--- src/rtl/issue_queue_nway_if.sv ---
// Decode-to-dispatch bundle for the N-way issue queue.
// master = decode/dispatch side, slave = queue.
interface issue_queue_nway_if #(
  parameter int DEPTH     = 8,
  parameter int IN_WIDTH  = 2,
  parameter int OUT_WIDTH = 2,
  parameter int DATA_W    = 64
);
  logic                           flush;
  logic                           pause;
  logic [IN_WIDTH-1:0]            in_valid;
  logic [IN_WIDTH*DATA_W-1:0]     in_data;
  logic                           in_ready;
  logic [OUT_WIDTH-1:0]           out_valid;
  logic [OUT_WIDTH*DATA_W-1:0]    out_data;
  logic [$clog2(OUT_WIDTH+1)-1:0] pop_num;
  logic [$clog2(DEPTH+1)-1:0]     count;
  logic                           pop_err;

  modport master (
    output flush, pause, in_valid, in_data, pop_num,
    input  in_ready, out_valid, out_data, count, pop_err
  );

  modport slave (
    input  flush, pause, in_valid, in_data, pop_num,
    output in_ready, out_valid, out_data, count, pop_err
  );
endinterface

--- src/rtl/issue_queue_nway.sv ---
// In-order circular issue queue: IN_WIDTH compacted pushes, 0..OUT_WIDTH pops per cycle.
// Show-ahead outputs from registered state; new entries visible the cycle after the write.
module issue_queue_nway #(
  parameter int DEPTH     = 8,
  parameter int IN_WIDTH  = 2,
  parameter int OUT_WIDTH = 2,
  parameter int DATA_W    = 64
) (
  input  logic             clk,
  input  logic             rst,
  issue_queue_nway_if.slave q
);
  localparam int PTR_W = $clog2(DEPTH);
  localparam int CNT_W = $clog2(DEPTH+1);
  localparam int PSH_W = $clog2(IN_WIDTH+1);
  localparam logic [CNT_W-1:0] READY_MAX = CNT_W'(DEPTH - IN_WIDTH);

  logic [DATA_W-1:0] mem [DEPTH];
  logic [PTR_W-1:0]  head;
  logic [PTR_W-1:0]  tail;
  logic [CNT_W-1:0]  count_r;
  logic [CNT_W-1:0]  pop_ext;
  logic [CNT_W-1:0]  eff_pop;
  logic [CNT_W-1:0]  count_next;
  logic [PSH_W-1:0]  push_n;
  logic [IN_WIDTH-1:0] wr_en;
  logic [PTR_W-1:0]  wr_idx [IN_WIDTH];
  logic              accept;
  logic              over_pop;
  logic              pop_err_r;

  // Space check uses registered count only, so a same-cycle pop never frees room.
  assign q.in_ready = (count_r <= READY_MAX);
  assign accept     = q.in_ready & ~q.flush;

  assign pop_ext    = CNT_W'(q.pop_num);
  assign over_pop   = ~q.pause & (pop_ext > count_r);
  assign eff_pop    = q.pause ? '0 : (over_pop ? count_r : pop_ext);
  assign count_next = count_r + CNT_W'(push_n) - eff_pop;

  // Valid lanes are packed into consecutive slots starting at tail.
  always_comb begin
    push_n = '0;
    wr_en  = '0;
    for (int i = 0; i < IN_WIDTH; i++) begin
      wr_idx[i] = tail + PTR_W'(push_n);
      if (accept && q.in_valid[i]) begin
        wr_en[i] = 1'b1;
        push_n   = push_n + PSH_W'(1);
      end
    end
  end

  always_ff @(posedge clk) begin
    if (rst || q.flush) begin
      head    <= '0;
      tail    <= '0;
      count_r <= '0;
    end else begin
      head    <= head + PTR_W'(eff_pop);
      tail    <= tail + PTR_W'(push_n);
      count_r <= count_next;
    end
  end

  always_ff @(posedge clk) begin
    if (rst) begin
      pop_err_r <= 1'b0;
    end else if (over_pop) begin
      pop_err_r <= 1'b1;
    end
  end

  always_ff @(posedge clk) begin
    for (int i = 0; i < IN_WIDTH; i++) begin
      if (!rst && wr_en[i]) begin
        mem[wr_idx[i]] <= q.in_data[i*DATA_W +: DATA_W];
      end
    end
  end

  for (genvar j = 0; j < OUT_WIDTH; j++) begin : g_out
    logic lane_vld;
    assign lane_vld                     = (count_r > CNT_W'(j));
    assign q.out_valid[j]               = lane_vld;
    assign q.out_data[j*DATA_W +: DATA_W] = lane_vld ? mem[head + PTR_W'(j)] : '0;
  end

  assign q.count   = count_r;
  assign q.pop_err = pop_err_r;
endmodule

--- src/flat_wrapper.sv ---
// flat-port wrapper written by rule: the top's interface ports become plain ports
module issue_queue_nway_flat 
#(
  parameter int DEPTH     = 8,
  parameter int IN_WIDTH  = 2,
  parameter int OUT_WIDTH = 2,
  parameter int DATA_W    = 64
)
  (clk, rst, q_flush, q_pause, q_in_valid, q_in_data, q_pop_num, q_in_ready, q_out_valid, q_out_data, q_count, q_pop_err);
  issue_queue_nway_if #(.DEPTH(DEPTH), .IN_WIDTH(IN_WIDTH), .OUT_WIDTH(OUT_WIDTH), .DATA_W(DATA_W)) q_i ();
  input  logic clk;
  input  logic rst;
  input wire logic [$bits(q_i.flush)-1:0] q_flush;
  input wire logic [$bits(q_i.pause)-1:0] q_pause;
  input wire logic [$bits(q_i.in_valid)-1:0] q_in_valid;
  input wire logic [$bits(q_i.in_data)-1:0] q_in_data;
  input wire logic [$bits(q_i.pop_num)-1:0] q_pop_num;
  output wire logic [$bits(q_i.in_ready)-1:0] q_in_ready;
  output wire logic [$bits(q_i.out_valid)-1:0] q_out_valid;
  output wire logic [$bits(q_i.out_data)-1:0] q_out_data;
  output wire logic [$bits(q_i.count)-1:0] q_count;
  output wire logic [$bits(q_i.pop_err)-1:0] q_pop_err;
  assign q_i.flush = q_flush;
  assign q_i.pause = q_pause;
  assign q_i.in_valid = q_in_valid;
  assign q_i.in_data = q_in_data;
  assign q_i.pop_num = q_pop_num;
  assign q_in_ready = q_i.in_ready;
  assign q_out_valid = q_i.out_valid;
  assign q_out_data = q_i.out_data;
  assign q_count = q_i.count;
  assign q_pop_err = q_i.pop_err;
  issue_queue_nway #(.DEPTH(DEPTH), .IN_WIDTH(IN_WIDTH), .OUT_WIDTH(OUT_WIDTH), .DATA_W(DATA_W)) u_core (.clk(clk), .rst(rst), .q(q_i));
endmodule
--- config.mk ---
export PLATFORM = sky130hd
export DESIGN_NAME = issue_queue_nway_flat
export DESIGN_NICKNAME = d
export VERILOG_FILES = /design/src/rtl/issue_queue_nway_if.sv /design/src/rtl/issue_queue_nway.sv /design/src/flat_wrapper.sv
export SDC_FILE = /design/constraint.sdc
export NUM_CORES = 1
export LEC_CHECK = 0
export CAP_MARGIN = 20
export CORE_MARGIN = 1.5
export CORE_UTILIZATION = 30
export CTS_CLUSTER_SIZE = 16
export DETAILED_ROUTE_END_ITERATION = 8
export SLEW_MARGIN = 5
export SYNTH_ARGS = -nofsm -noshare
export SYNTH_HDL_FRONTEND = slang
export SYNTH_SLANG_ARGS = --single-unit
--- constraint.sdc ---
create_clock -name clk -period 19.25 [get_ports clk]
set_clock_uncertainty 0.1 [all_clocks]
set_input_delay 4.8125 -clock clk [delete_from_list [all_inputs] [get_ports clk]]
set_output_delay 4.8125 -clock clk [all_outputs]
set_load 0.02 [all_outputs]
# After elaboration in Yosys (flattened, before gate mapping)
# Memories as Yosys holds them, arrays and structs flattened. A register that Yosys moved wholly into a read port is not among the register bits.
# Cells that the tools add are included.
# classes
reduce_logical,6
add_sub_neg,7
order_cmp,4
bitwise_logic,4
n_mux,13
# op_table
cell,count
64-bit 2-to-1 mux,2
4-bit by 1-bit greater-than comparator with 1-bit output (second input constant),2
4-bit 2-to-1 mux,2
1-bit 2-to-1 mux,7
4-bit by 2-bit adder with 4-bit output,1
2-bit by 4-bit greater-than comparator with 1-bit output,1
4-bit by 3-bit <= comparator with 1-bit output (second input constant),1
1-bit logical AND,4
4-bit subtractor,1
3-bit by 1-bit adder with 3-bit output,1
3-bit by 1-bit adder with 3-bit output (second input constant),1
3-bit by 2-bit adder with 3-bit output,1
3-bit adder,1
3-bit 2-to-1 mux,1
1-bit by 1-bit adder with 2-bit output (second input constant),1
1-bit bitwise AND,2
2-bit 2-to-1 mux,1
1-bit NOT,2
1-bit zero test,1
1-bit logical OR,1
# word_totals
word_cells,39
ram_bits,512
ff_bits,11
mem_count,1
# mem_list
memory,depth,width,read_ports,rd_clocked_by_memory_dff,wr,line_no,rtl
u_core.mem,8,64,2,1,2,issue_queue_nway.sv:18,logic [DATA_W-1:0] mem [DEPTH];

# Depth between registers and ports, before layout
# depth
word_depth,8
ltp_mapped,13

# Least setup slack after synthesis
# No wires, ideal clock.
# synth_path
path_kind,input -> register
start,in q_flush
end,mem u_core.mem[0][0] (enable)
setup_ns,0.661
path_stages,3
required_ns,18.489
path_buffers,0
slack_ns,6.766
arrival_time_ns,11.723
path_cell_list,nor2_1 nand3_1 o41ai_1
# synth_rtl
element,line_no,rtl
"start, declared",flat_wrapper.sv:13,input wire logic [$bits(q_i.flush)-1:0] q_flush;
"end, declared",issue_queue_nway.sv:18,

==> reports/summary.txt <==
status: finished, final reports clean
Top Layer Used: met5
CTS tree: yes
Final TNS setup: 0 ns
Post-Syn Instances: 1862
FF-to-FF Start: u_core.q.count[0]
Synth Register Bits: 523
Max Fclk: 0.1020 GHz
Die Ht: 321.7 um
Iter 0 DRT Violations: 1584
Mapped Avg Cell Area: 16.36 um2
post-synthesis sequential area ratio: 51.18%
routed wl met3: 6.139 mm
FFs w/ async S/R, synth: 0%
Tot GR Track Use: 18.54%
dominant cell type by area after synthesis: edfxtp_1
Final Hold Vio Count: 0
P per Cell Area: 102.6 nW/um2
crit path kind: register to primary output
Routability Congestion: 0.7715
Setup Viol. Count Final: 0
# hold bufs at CTS: 0
port bufs: 271
MaxCap Viol Count: 0
count leader, synth: edfxtp_1
CTS-repair resized insts: 0
EDFF count, synth: 512
Sw Share: 33.79%
I/O pin total: 272
cell family with most CP delay: buffers and inverters
Via density: 5.386
DR vias: 18840
DP HPWL: 56.07 mm
crit-path cells: buf_4, buf_4, mux4_2, mux2i_1, nor2_1, clkdlybuf4s50_1
slowest cell on the critical path: buf_4
hold path start: u_core.q.pop_err
H-tree depth: 2
top cell type's share of synthesized area: 50.46%
Clk Latency, worst-skew pair: 0.63 ns
Netlist cell types: 45
Core Area: 100400 um2
Util after Layout: 36.25%
first-pass GRT wire length: 139.7 mm
Net Sw Power: 1262 uW
postcts setup bufs: 0
peak supply drop: 0.08171 mV
met2 WL: 50.46 mm
synth cell count leaders: 512 x edfxtp_1, 341 x mux2_2, 256 x mux4_2
antenna violations before repair: 21
number of global-route vias before repair: 20160
Hold WS: 0.5222 ns
Crit Path Max Fanout: 56
Netlist Area Pre-Place: 30470 um2
Metal-1 WL: 38.14 mm
Most common cell on crit path: buf_4
# DRC: 0
Slew HR: 28.14%
dominant synthesized flop cell: edfxtp_1
Setup crit end kind: primary output
Pins Over Slew Limit: 0
Leakage Power: 0.01183 uW
CP Launch Point: u_core.head[0]
clock slew at reported path FFs: 0.06 ns
Clock power frac: 28.2%
share of cells above drive strength 1: 39.10%
row count: 116
Clk Tree Root Cell: clkbuf_16
total die area: 103500 um2
Area after DPL: 34570 um2
CTS Sinks: 523
CTS Buffer Depth: 3
synth top area cells: edfxtp_1 50%, mux4_2 19%, mux2_2 13%
P_int: 2472 uW
final instance area: 36400 um2
Final Cycle Share: 50.91%
Wirelength per Cell: 27.78 um
First-pass DRT Iterations: 5
max incr delay on CP: 0.86 ns
CP Buf/Inv Count: 3
CTS Buf Count: 58
CP startpoint kind: register
# nets final: 2238
total grt overflow: 0
Logic pwr share: 36.6%
Routed WL: 97.21 mm
Ys Warns: 0
Seq pwr share: 35.2%
HP Class: register to register
die width: 321.7 um
Final min period: 9.799 ns
RSZ-0062 raised after global routing: false
Worst-Margin Slew: 1.078 ns
Area growth, synth to finish: 19.49%
initial core utilization: 30.34%
largest net degree at the start of global routing: 58
Critical Path AT: 4.89 ns
CP Data Required Time: 14.34 ns
post-route ant nets: 0
Synthesized Nets: 2015
[cell type report]
cell class | instances | area, um2
antenna | 9 | 22.52
clock inverter | 35 | 249.0
multi-input combinational | 1173 | 14190
inverter | 15 | 56.30
tap | 1357 | 1698
clock buffer | 73 | 1508
sequential | 523 | 15610
fill | 9541 | 64030
timing repair buffer | 314 | 3075
[cell usage in the layout (no fill, tap or decap), drive strengths merged, types with 26 or more instances in the layout]
cell type	instances
nand2	196
clkbuf	73
nor2	79
clkinv	26
a22o	64
mux4	256
mux2	448
edfxtp	512
mux2i	66
buf	43
clkdlybuf4s50	271
[cells by family (layout without fill, tap and decap cells)]
group | count (synthesis) | after routing | share of synthesized area, %
compound gates | 78 | 78 | 2.189
xor+xnor | 8 | 8 | 0.2546
fa+ha+maj | 17 | 17 | 0.7967
buf+inv | 166 | 437 | 2.834
flops | 523 | 523 | 51.18
mux | 770 | 770 | 38.73
other cells | 1 | 10 | 0.01231
simple gates | 299 | 299 | 3.996
[metrics by stage]
step	worst slack, ns	std cells	total power [uW]
final	9.451	3499	3733
after global routing	9.091	3496	3871
after CTS	9.361	3488	3767
after detailed placement	9.787	3380	2711
after global placement	9.741	3380	2702
after floorplan	6.766	1862	2089
[worst reg2reg max path, cell delays in order (launching register included)]
cell and delay [ns]:
dfxtp_1 0.47, a31o_2 0.37, inv_1 0.13, nand2_1 0.08, nor2_1 0.07, ha_1 0.20, ha_1 0.34, nor4_4 0.60
nand3_4 0.69, o41ai_2 0.20, buf_4 0.48, buf_4 0.81
[registers in the layout, indices dropped and copies added, names as in the netlist]
name,count
u_core.head,3
u_core.q.count,4
u_core.mem,512
u_core.tail,3
u_core.q.pop_err,1
[metal layers]
metal / vias to the layer above / global-route usage (%)
met1: 10010 / 22.71
met4: 24 / 5.587
met2: 668 / 33.13
met5: - / 0
met3: 157 / 3.219
li1: 7990 / -
[power groups by stage]
stage / registers, uW / logic, uW / clock network [uW]
after floorplan: 1330 / 755 / 0
after global placement: 1340 / 1370 / 0
after detailed placement: 1340 / 1370 / 0
after CTS: 1310 / 1380 / 1070
after global routing: 1320 / 1440 / 1110
final: 1310 / 1370 / 1050
[final timing paths]
path | end | slack, ns | cells past startpoint
setup / recovery | q_out_data[13] | 9.45 | 6
hold / removal | u_core.q.pop_err | 0.52 | 2
setup reg to reg | u_core.mem[1][16] | 14.24 | 11
hold reg to reg | u_core.q.pop_err | 0.52 | 2
Note: power is estimated with default switching activity, not from simulation.
